==> config.mk <==
export PLATFORM = sky130hd
export DESIGN_NAME = vpu_stage_sequencer
export DESIGN_NICKNAME = d
export VERILOG_FILES = /design/src/rtl/vpu_seq_pkg.sv /design/src/rtl/vpu_seq_watchdog.sv /design/src/rtl/vpu_stage_sequencer.sv
export SDC_FILE = /design/constraint.sdc
export NUM_CORES = 1
export LEC_CHECK = 0
export CORE_ASPECT_RATIO = 0.9
export CORE_UTILIZATION = 40
export DETAILED_ROUTE_END_ITERATION = 6
export PLACE_DENSITY_LB_ADDON = 0.25
export SLEW_MARGIN = 20
export SYNTH_ARGS = -nofsm -noshare
export SYNTH_HDL_FRONTEND = slang
export SYNTH_SLANG_ARGS = --single-unit
==> constraint.sdc <==
create_clock -name clk -period 2.3 [get_ports clk]
set_input_delay 0.345 -clock clk [delete_from_list [all_inputs] [get_ports clk]]
set_output_delay 0.345 -clock clk [all_outputs]
set_load 0.05 [all_outputs]
==> src/rtl/vpu_seq_pkg.sv <==
// Shared state encoding and default parameter values for the VPU stage sequencer.
package vpu_seq_pkg;

    localparam int          DEF_POWER_WIDTH    = 4;
    localparam int          DEF_TO_WIDTH       = 16;
    localparam int unsigned DEF_TIMEOUT_CYCLES = 32'h0000_FFFF;

    typedef enum logic [2:0] {
        IDLE     = 3'd0,
        ST_ADDX  = 3'd1,
        WT_ADDX  = 3'd2,
        ST_MONOX = 3'd3,
        WT_MONOX = 3'd4,
        FIN      = 3'd5
    } seq_state_e;

endpackage

==> src/rtl/vpu_seq_watchdog.sv <==
// Per-stage wait counter for the sequencer, only built when VPU_SEQ_WATCHDOG_EN is defined.
// timeout_o fires in the cycle the count reaches TIMEOUT_CYCLES while counting is enabled.
module vpu_seq_watchdog #(
    parameter int          TO_WIDTH       = 16,
    parameter int unsigned TIMEOUT_CYCLES = 32'h0000_FFFF
) (
    input  logic clk,
    input  logic rst,
    input  logic clear_i,
    input  logic cnt_en_i,
    output logic timeout_o
);

    localparam logic [TO_WIDTH-1:0] LAST_CNT = TO_WIDTH'(TIMEOUT_CYCLES - 1);

    logic [TO_WIDTH-1:0] cnt_q, cnt_d;

    always_comb begin
        cnt_d = cnt_q;
        if (clear_i) begin
            cnt_d = '0;
        end else if (cnt_en_i) begin
            cnt_d = cnt_q + TO_WIDTH'(1);
        end
    end

    always_ff @(posedge clk) begin
        if (rst) begin
            cnt_q <= '0;
        end else begin
            cnt_q <= cnt_d;
        end
    end

    assign timeout_o = cnt_en_i && (cnt_q == LAST_CNT);

endmodule

==> src/rtl/vpu_stage_sequencer.sv <==
// Two-stage (addx then monox) job sequencer; optional stage watchdog under VPU_SEQ_WATCHDOG_EN.
// state | meaning: IDLE wait job | ST_* pulse stage start | WT_* wait stage done | FIN job end pulse
module vpu_stage_sequencer
    import vpu_seq_pkg::*;
#(
    parameter int          POWER_WIDTH    = DEF_POWER_WIDTH,
    parameter int          TO_WIDTH       = DEF_TO_WIDTH,
    parameter int unsigned TIMEOUT_CYCLES = DEF_TIMEOUT_CYCLES
) (
    input  logic                   clk,
    input  logic                   rst,
    input  logic                   i_req_valid,
    output logic                   o_req_ready,
    input  logic [POWER_WIDTH-1:0] i_n_addx,
    input  logic [POWER_WIDTH-1:0] i_n_monox,
    input  logic                   i_mode,
    input  logic                   i_s7_mode,
    input  logic                   i_trace,
    input  logic                   i_abort,
    output logic                   o_en,
    output logic                   o_start_addx,
    output logic                   o_start_monox,
    input  logic                   i_done_addx,
    input  logic                   i_done_monox,
    output logic [POWER_WIDTH-1:0] o_n_addx,
    output logic [POWER_WIDTH-1:0] o_n_monox,
    output logic                   o_mode,
    output logic                   o_s7_mode,
    output logic                   o_is_trace,
    output logic                   o_busy,
    output logic                   o_job_done,
    output logic                   o_err
);

    seq_state_e             state_q, state_d;
    logic                   err_q, err_set;
    logic                   accept, timeout;
    logic [POWER_WIDTH-1:0] n_addx_q, n_monox_q;
    logic                   mode_q, s7_mode_q, trace_q;

    assign accept = (state_q == IDLE) && i_req_valid;

`ifdef VPU_SEQ_WATCHDOG_EN
    vpu_seq_watchdog #(
        .TO_WIDTH       (TO_WIDTH),
        .TIMEOUT_CYCLES (TIMEOUT_CYCLES)
    ) u_watchdog (
        .clk       (clk),
        .rst       (rst),
        .clear_i   ((state_q == ST_ADDX) || (state_q == ST_MONOX)),
        .cnt_en_i  ((state_q == WT_ADDX) || (state_q == WT_MONOX)),
        .timeout_o (timeout)
    );
`else
    logic unused_cfg;
    assign unused_cfg = ^TO_WIDTH'(TIMEOUT_CYCLES);
    assign timeout    = 1'b0;
`endif

    always_comb begin
        state_d = state_q;
        err_set = 1'b0;
        case (state_q)
            IDLE:     if (i_req_valid) state_d = ST_ADDX;
            ST_ADDX:  state_d = WT_ADDX;
            WT_ADDX: begin
                if (i_done_addx) begin
                    state_d = ST_MONOX;
                end else if (timeout) begin
                    state_d = FIN;
                    err_set = 1'b1;
                end
            end
            ST_MONOX: state_d = WT_MONOX;
            WT_MONOX: begin
                if (i_done_monox) begin
                    state_d = FIN;
                end else if (timeout) begin
                    state_d = FIN;
                    err_set = 1'b1;
                end
            end
            FIN:      state_d = IDLE;
            default:  state_d = IDLE;
        endcase
        // Abort overrides any done pulse; an abort during FIN only flags the error.
        if (i_abort && (state_q != IDLE)) begin
            err_set = 1'b1;
            state_d = (state_q == FIN) ? IDLE : FIN;
        end
    end

    always_ff @(posedge clk) begin
        if (rst) begin
            state_q   <= IDLE;
            err_q     <= 1'b0;
            n_addx_q  <= '0;
            n_monox_q <= '0;
            mode_q    <= 1'b0;
            s7_mode_q <= 1'b0;
            trace_q   <= 1'b0;
        end else begin
            state_q <= state_d;
            if (accept) begin
                err_q     <= 1'b0;
                n_addx_q  <= i_n_addx;
                n_monox_q <= i_n_monox;
                mode_q    <= i_mode;
                s7_mode_q <= i_s7_mode;
                trace_q   <= i_trace;
            end else if (err_set) begin
                err_q <= 1'b1;
            end
        end
    end

    assign o_req_ready   = (state_q == IDLE);
    assign o_busy        = (state_q != IDLE);
    assign o_en          = (state_q == ST_ADDX) || (state_q == WT_ADDX) ||
                           (state_q == ST_MONOX) || (state_q == WT_MONOX);
    assign o_start_addx  = (state_q == ST_ADDX);
    assign o_start_monox = (state_q == ST_MONOX);
    assign o_job_done    = (state_q == FIN);
    assign o_err         = err_q;
    assign o_n_addx      = n_addx_q;
    assign o_n_monox     = n_monox_q;
    assign o_mode        = mode_q;
    assign o_s7_mode     = s7_mode_q;
    assign o_is_trace    = trace_q;

endmodule

### Word level (Yosys, flattened, before mapping)

Index checks and enable logic that the tools add are counted.

* logic and storage cells: 31
* register bits: 15
* bits of input ports: 17
* output and inout port bits: 18

* eq/ne operators: 8
* multiplexer cells: 7
* reduce and logical (&&, ||, !) cells: 9

Operators by type and width (number)
* $mux W3: 5
* $pmux W3 S5: 1
* $eq A3 B2 Y1 const B: 2
* $eq A3 B3 Y1 const B: 2
* $ne A3 B3 Y1 const B: 2
* $eq A3 B1 Y1 const B: 1
* $logic_not A3 Y1: 1
* $logic_or A1 B1 Y1: 3
* $ne A3 B2 Y1 const B: 1
* $reduce_and A3 Y1: 1
* $reduce_bool A3 Y1: 1
* $logic_and A1 B1 Y1: 2
* $reduce_or A2 Y1: 1
* $mux W1: 1

### Logic depth before layout (Yosys ltp)

Gate-level depths: netlist (run 1).

* word-level depth: 4
* gate-level depth with buffers: 5
* depth with buffers taken out: 4

### Worst setup path before layout (run 1)

No wires, ideal clock.

* path kind: register to register
* start: reg state_q[1]
* end: reg state_q[0]
* buffers on the path: 1
* arrival time: 2533 ps
* library setup time: 127 ps
* stages on the path, launching flop included: 6
* clock period less this slack: 2660 ps
* slack: -360 ps
* required time: 2173 ps
* cells stage by stage: dfxtp_1 buf_4 nor3_1 inv_1 nand2_1 a221oi_1

* elaborated cells on any way between the ends: 15
* those cells by class: 8 x eq/ne; 3 x mux; 4 x reduce/logical

RTL lines
* start: declaration: RTL line vpu_stage_sequencer.sv:35 `seq_state_e state_q, state_d;`
* start signal: assignment: RTL line vpu_stage_sequencer.sv:103 `state_q <= state_d;`
* $logic_not A3 Y1 *
* net o_req_ready: RTL line vpu_stage_sequencer.sv:13 `output logic o_req_ready,`
* $pmux W3 S5 / $ne A3 B2 Y1 (equally long branches)
* $mux W3 / $reduce_and A3 Y1 (equally long branches)

Mark *: on every way through the listed nets, which the timed path passes. The rest lies on a longest branch.
A chain may end at the register's enable or synchronous reset.

### Worst setup path after layout (run 1)

* start: reg state_q[2]
* end: out o_start_monox

* cells in the longest elaborated chain, start to end: 1

Ends and longest elaborated chain
* $eq A3 B2 Y1: RTL line vpu_stage_sequencer.sv:122 `assign o_start_monox = (state_q == ST_MONOX);`
* end: declaration: RTL line vpu_stage_sequencer.sv:22 `output logic o_start_monox,`

Every way passes these cells.

==> results.yml, run 1 <==
cts:
  clkSlewWorstSetupHoldPaths_ps: 80
  cts_max_path_buffers: 2
  ctsHoldBuffers: 0
  cts_tree: "yes"
  cts_buffers: 3
  clock-sinks: 15
  insertion_delay_ps: 280
  clockRootBuffer: "clkbuf_4"
  h-tree-depth: 1
  post-cts-setup-buffers: 0
power:
  p_comb_share_pct: 44.2
  power_density_nw_per_um2: 828
  power_frac_seq_pct: 38.2
  swShare_pct: 40.9
  intPower_w: 0.000494
  p_sw_w: 0.000342
  irDropWorstVdd_mv: 0.565
  p_leak_nw: 0.387
  p_clk_share_pct: 17.6
die:
  fp.dieW_um: 44.4
  die_h_um: 40.2
  core-area_um2: 1480
  ios: 35
  rows: 13
  die-area_um2: 1790
  start_util_pct: 43.8
run_status:
  status: "finished, final reports clean"
sta:
  worst_slew_pin_slew_ps: 548
  rsz0062_at_grt: "false"
  fmax_mhz: 458
  setup_tns_ps: 0
  min_period_over_period_pct: 94.9
  drv_slew: 0
  clock_skew_ps: 0.997
  finalHoldViolCount: 0
  slew_headroom_pct: 63.3
  timing.final.crit_period_ps: 2180
  setup_viol: 0
cells_and_area:
  fin_cells: 133
  area_growth_pct: 55.8
  layout-drive-gt1-share_pct: 9.01
  diodes: 0
  fin_nets: 129
  fin_area_um2: 1010
placement:
  dp_hpwl_mm: 1.03
  dp.cells: 129
  place_area_um2: 980
  gp_congestion: 0.808
  port_buffers: 34
min_path:
  hold_class: "reg -> reg"
  min_from: "o_n_addx[0]"
route:
  route.vias.total: 621
  drc: 0
  dr.pass1.iters: 2
  drtAntennaViolNets: 0
  first_iter_violations: 5
  wl_per_cell_um: 10.7
  viasPerCell: 4.67
  wl_mm: 1.43
worst_setup_path:
  worstPathMaxFanout: 10
  startpoint_type: "flop"
  cp.required_ps: 1960
  worstPathArrival_ps: 1840
  crit_type: "reg -> out"
  regToRegStartpoint: "state_q[2]"
  crit_path_start: "state_q[2]"
  endpoint_kind: "output port"
global_route:
  grt_pass1_vias: 478
  antenna_found_initial: 0
  grt_pass1_wl_mm: 2.02
  grt.overflow.total: 0
  grt_usage_pct: 16.4
  grt_start_max_net_pins: 16
synthesis:
  yosys.cell_types.count: 21
  syn_nets: 95
  syn_area_um2: 648
  yosysWarnings: 0
  postSynthAreaPerCell_um2: 8.31
  synth_cells: 78
  synth-seq-cells: 15
  yosysSeqAreaShare_pct: 46.3
run:
  drv_cap: 0
[sequential cells by signal (all words and copies together), names as in the netlist]
name        count
o_n_addx        4
o_n_monox       4
state_q         3
o_err           1
o_is_trace      1
o_mode          1
o_s7_mode       1
[power by group through the flow]
stage	Clock [W]	Sequential, W	Combinational, W
floorplan	0	0.000381	0.000200
global placement	0	0.000323	0.000369
detailed placement	0	0.000325	0.000370
CTS	0.000159	0.000319	0.000372
global route	0.000167	0.000324	0.000392
finish	0.000147	0.000319	0.000369
[placed cells by master (no fill, tap or decap)]
master and count:
clkbuf_4 3, clkbuf_1 1, nor3b_1 1, nor4b_2 1
buf_4 3, nor4_1 1, inv_1 3, dlymetal6s2s_1 1
nor2_1 1, a221oi_1 1, dfxtp_1 14, dfxtp_2 1
nor3_1 2, nand2_1 24, xnor2_1 2, o211ai_1 1
a21oi_1 13, and3_1 1, or4b_4 1, clkdlybuf4s50_1 31
a211o_1 1, nor3_2 1, a22oi_1 1, mux2i_1 2
[critical path, stage by stage, from the launching register on]
cell	delay, ps
dfxtp_1	560
inv_1	140
and3_1	170
clkdlybuf4s50_1	690
[cell type report]
type	instances	area, um^2
clock buffers	4	26.3
fillers	128	470
inverters	3	11.3
multi-input cells	54	298
flip-flops and latches	15	302
well taps	22	27.5
repair buffers	35	345
[what timing repair did]
item | 4_1_cts | 5_1_grt
resized for setup | 1 | 1
endpoints found under the hold margin | 0 | 0
endpoints found under the setup margin | 1 | 1
pin swaps | 0 | 0
[per-layer routing]
| layer | routed length, um | vias up | global-route usage, % | part of all wire [%] |
|---|---|---|---|---|
| li1 | - | 326 | - | - |
| met2 | 691 | 16 | 26.1 | 48 |
| met4 | 0 | 0 | 6.82 | 0 |
| met3 | 82 | 0 | 7.21 | 5.8 |
| met5 | 0 | - | 0 | 0 |
| met1 | 652 | 279 | 19.7 | 46 |
[logic make-up after synthesis]
logic type | Yosys count | share of synthesized area [%]
simple gates | 33 | 24.3
compound gates | 17 | 15.1
flops | 15 | 46.3
buf+inv | 9 | 8.49
xor+xnor | 2 | 2.70
mux | 2 | 3.09
[cell usage after synthesis]
| cell type | number | share of area [%] |
|---|---|---|
| nor2_1 | 1 | 0.58 |
| a211o_1 | 1 | 1.4 |
| nor4b_2 | 1 | 2.3 |
| nor3_1 | 3 | 2.3 |
| a221oi_1 | 1 | 1.4 |
| clkbuf_1 | 1 | 0.58 |
| inv_1 | 3 | 1.7 |
| nor4_1 | 1 | 0.97 |
| xnor2_1 | 2 | 2.7 |
| buf_6 | 2 | 3.5 |
| mux2i_1 | 2 | 3.1 |
| and3_1 | 1 | 0.97 |
| nor3b_1 | 1 | 1.2 |
| a21oi_1 | 13 | 10 |
| buf_4 | 1 | 1.2 |
| a22oi_1 | 1 | 1.2 |
| o211ai_1 | 1 | 1.2 |
| buf_2 | 2 | 1.5 |
| nand2_1 | 24 | 14 |
| or4b_4 | 1 | 2.1 |
| dfxtp_1 | 15 | 46 |
[stage by stage]
step,util [%],total power (W),worst slack [ps],hold WS [ps]
2_1_floorplan,-,0.000581,261,414
3_3_place_gp,66.2,0.000692,357,440
3_5_place_dp,66.2,0.000695,318,445
4_1_cts,68.0,0.000850,33.4,458
5_1_grt,68.2,0.000883,47.4,475
6_report,68.2,0.000836,118,454
[path summary, 6_finish.rpt]
check,depth (start not counted),to,slack [ps]
max,3,o_start_monox,120
min,2,o_n_addx[0],450
max reg2reg,3,o_n_monox[1],890
min reg2reg,2,o_n_addx[0],450
(Power assumes the default switching activity.)
==> run 2: changes to the inputs <==
--- a/config.mk
+++ b/config.mk
@@ -8,7 +8,9 @@
 export CORE_ASPECT_RATIO = 0.9
 export CORE_UTILIZATION = 40
 export DETAILED_ROUTE_END_ITERATION = 6
-export PLACE_DENSITY_LB_ADDON = 0.25
+export PLACE_DENSITY = 0.89
+export REMOVE_ABC_BUFFERS = 1
+export SKIP_LAST_GASP = 1
 export SLEW_MARGIN = 20
 export SYNTH_ARGS = -nofsm -noshare
 export SYNTH_HDL_FRONTEND = slang
==> results.yml, run 2 (synthesized netlist as in run 1, its figures left out) <==
run_status:
  status: "finished, final reports clean"
sta:
  setup_tns_ps: 0
  fmax_mhz: 449
  worst_slew_pin_slew_ps: 525
  slew_headroom_pct: 64.9
  clock_skew_ps: 2.89
  timing.final.crit_period_ps: 2230
  finalHoldViolCount: 0
  min_period_over_period_pct: 96.8
  rsz0062_at_grt: "false"
  drv_slew: 0
  setup_viol: 0
global_route:
  grt_start_max_net_pins: 16
  antenna_found_initial: 0
  grt_pass1_wl_mm: 2.27
  grt_usage_pct: 18.6
  grt.overflow.total: 0
  grt_pass1_vias: 514
die:
  start_util_pct: 43.8
  die-area_um2: 1790
  core-area_um2: 1480
  rows: 13
  ios: 35
  die_h_um: 40.2
  fp.dieW_um: 44.4
worst_setup_path:
  reg2reg_depth: 3
  worst-path-buf-inv: 1
  cp_top_family: "buffers and inverters"
  cp.required_ps: 1960
  endpoint_kind: "output port"
  cp_slowest_cell: "clkdlybuf4s50_1"
  crit_type: "reg -> out"
  worstPathArrival_ps: 1880
  critical_path.max_stage_delay_ps: 860
  worstPathMaxFanout: 10
  path_depth: 2
  path_cells: "nor3_1 -> clkdlybuf4s50_1"
  startpoint_type: "flop"
cts:
  clockRootBuffer: "clkbuf_4"
  h-tree-depth: 1
  cts_max_path_buffers: 2
  clock-sinks: 15
  clkSlewWorstSetupHoldPaths_ps: 90
  ctsHoldBuffers: 0
  insertion_delay_ps: 290
  cts_buffers: 3
  cts_tree: "yes"
placement:
  place_area_um2: 982
  port_buffers: 34
  gp_congestion: 0.759
  dp_hpwl_mm: 1.13
power:
  p_sw_w: 0.000346
  power_density_nw_per_um2: 829
  p_leak_nw: 0.393
  power_frac_seq_pct: 38.0
  p_comb_share_pct: 44.0
  irDropWorstVdd_mv: 0.648
  intPower_w: 0.000493
  swShare_pct: 41.2
  p_clk_share_pct: 18.0
cells_and_area:
  final_cell_mix: "30 x clkdlybuf4s50_1, 24 x nand2_1, 14 x dfxtp_1"
  fin_nets: 130
  layout-drive-gt1-share_pct: 8.93
  area_growth_pct: 56.0
  diodes: 0
  final_common_cell: "clkdlybuf4s50_1"
  fin_area_um2: 1010
min_path:
  hold_depth: 2
  hold_class: "reg -> reg"
route:
  drtAntennaViolNets: 0
  wl_mm: 1.47
  dr.pass1.iters: 3
  route.vias.total: 647
  viasPerCell: 4.83
  wl_per_cell_um: 10.9
  first_iter_violations: 3
  drc: 0
run:
  drv_cap: 0
==> run 2: timing repair <==
item,in CTS,in global routing
resized for setup,1,2
setup endpoints to repair,1,3
setup buffers,0,0
==> run 2: per-layer routing <==
metal / track usage, % / wire, um / vias up
li1: - / - / 330
met1: 21.0 / 611 / 294
met2: 31.3 / 736 / 21
met3: 8.56 / 102 / 2
met4: 6.82 / 14 / 0
met5: 0 / 0 / -
==> run 2: worst paths after layout <==
path                                     end  slack (ps)         start
worst min-delay path            o_n_monox[1]         460  o_n_monox[1]
worst max register to register         o_err         920    state_q[2]
worst max-delay path             o_req_ready          70    state_q[2]
worst min register to register  o_n_monox[1]         460  o_n_monox[1]
==> run 2: cell type report <==
class / instances / area (um^2)
clock buffers: 4 / 26.3
fillers: 124 / 469
inverters: 3 / 11.3
multi-input cells: 54 / 293
flip-flops and latches: 15 / 302
well taps: 22 / 27.5
repair buffers: 36 / 352
==> run 2: power by group through the flow <==
stage / clock network [W] / logic, W / registers, W
2_1_floorplan: 0 / 0.000164 / 0.000394
3_3_place_gp: 0 / 0.000371 / 0.000322
3_5_place_dp: 0 / 0.000375 / 0.000324
4_1_cts: 0.000157 / 0.000372 / 0.000318
5_1_grt: 0.000167 / 0.000391 / 0.000324
6_report: 0.000151 / 0.000369 / 0.000319
==> run 2: tightest hold or removal path, stage by stage, from the launching register on <==
cell and delay, ps:
dfxtp_1 320, nand2_1 50, a21oi_1 50
==> run 2: stage by stage <==
step	hold WS (ps)	worst slack [ps]	utilization, %	total power [W]	instances
6_report	458	73.1	68.3	0.000839	134
5_1_grt	478	8.78	68.3	0.000883	134
4_1_cts	461	5.76	68.0	0.000847	134
3_5_place_dp	448	318	66.4	0.000699	130
3_3_place_gp	441	369	66.4	0.000693	130
2_1_floorplan	414	-333	-	0.000558	72
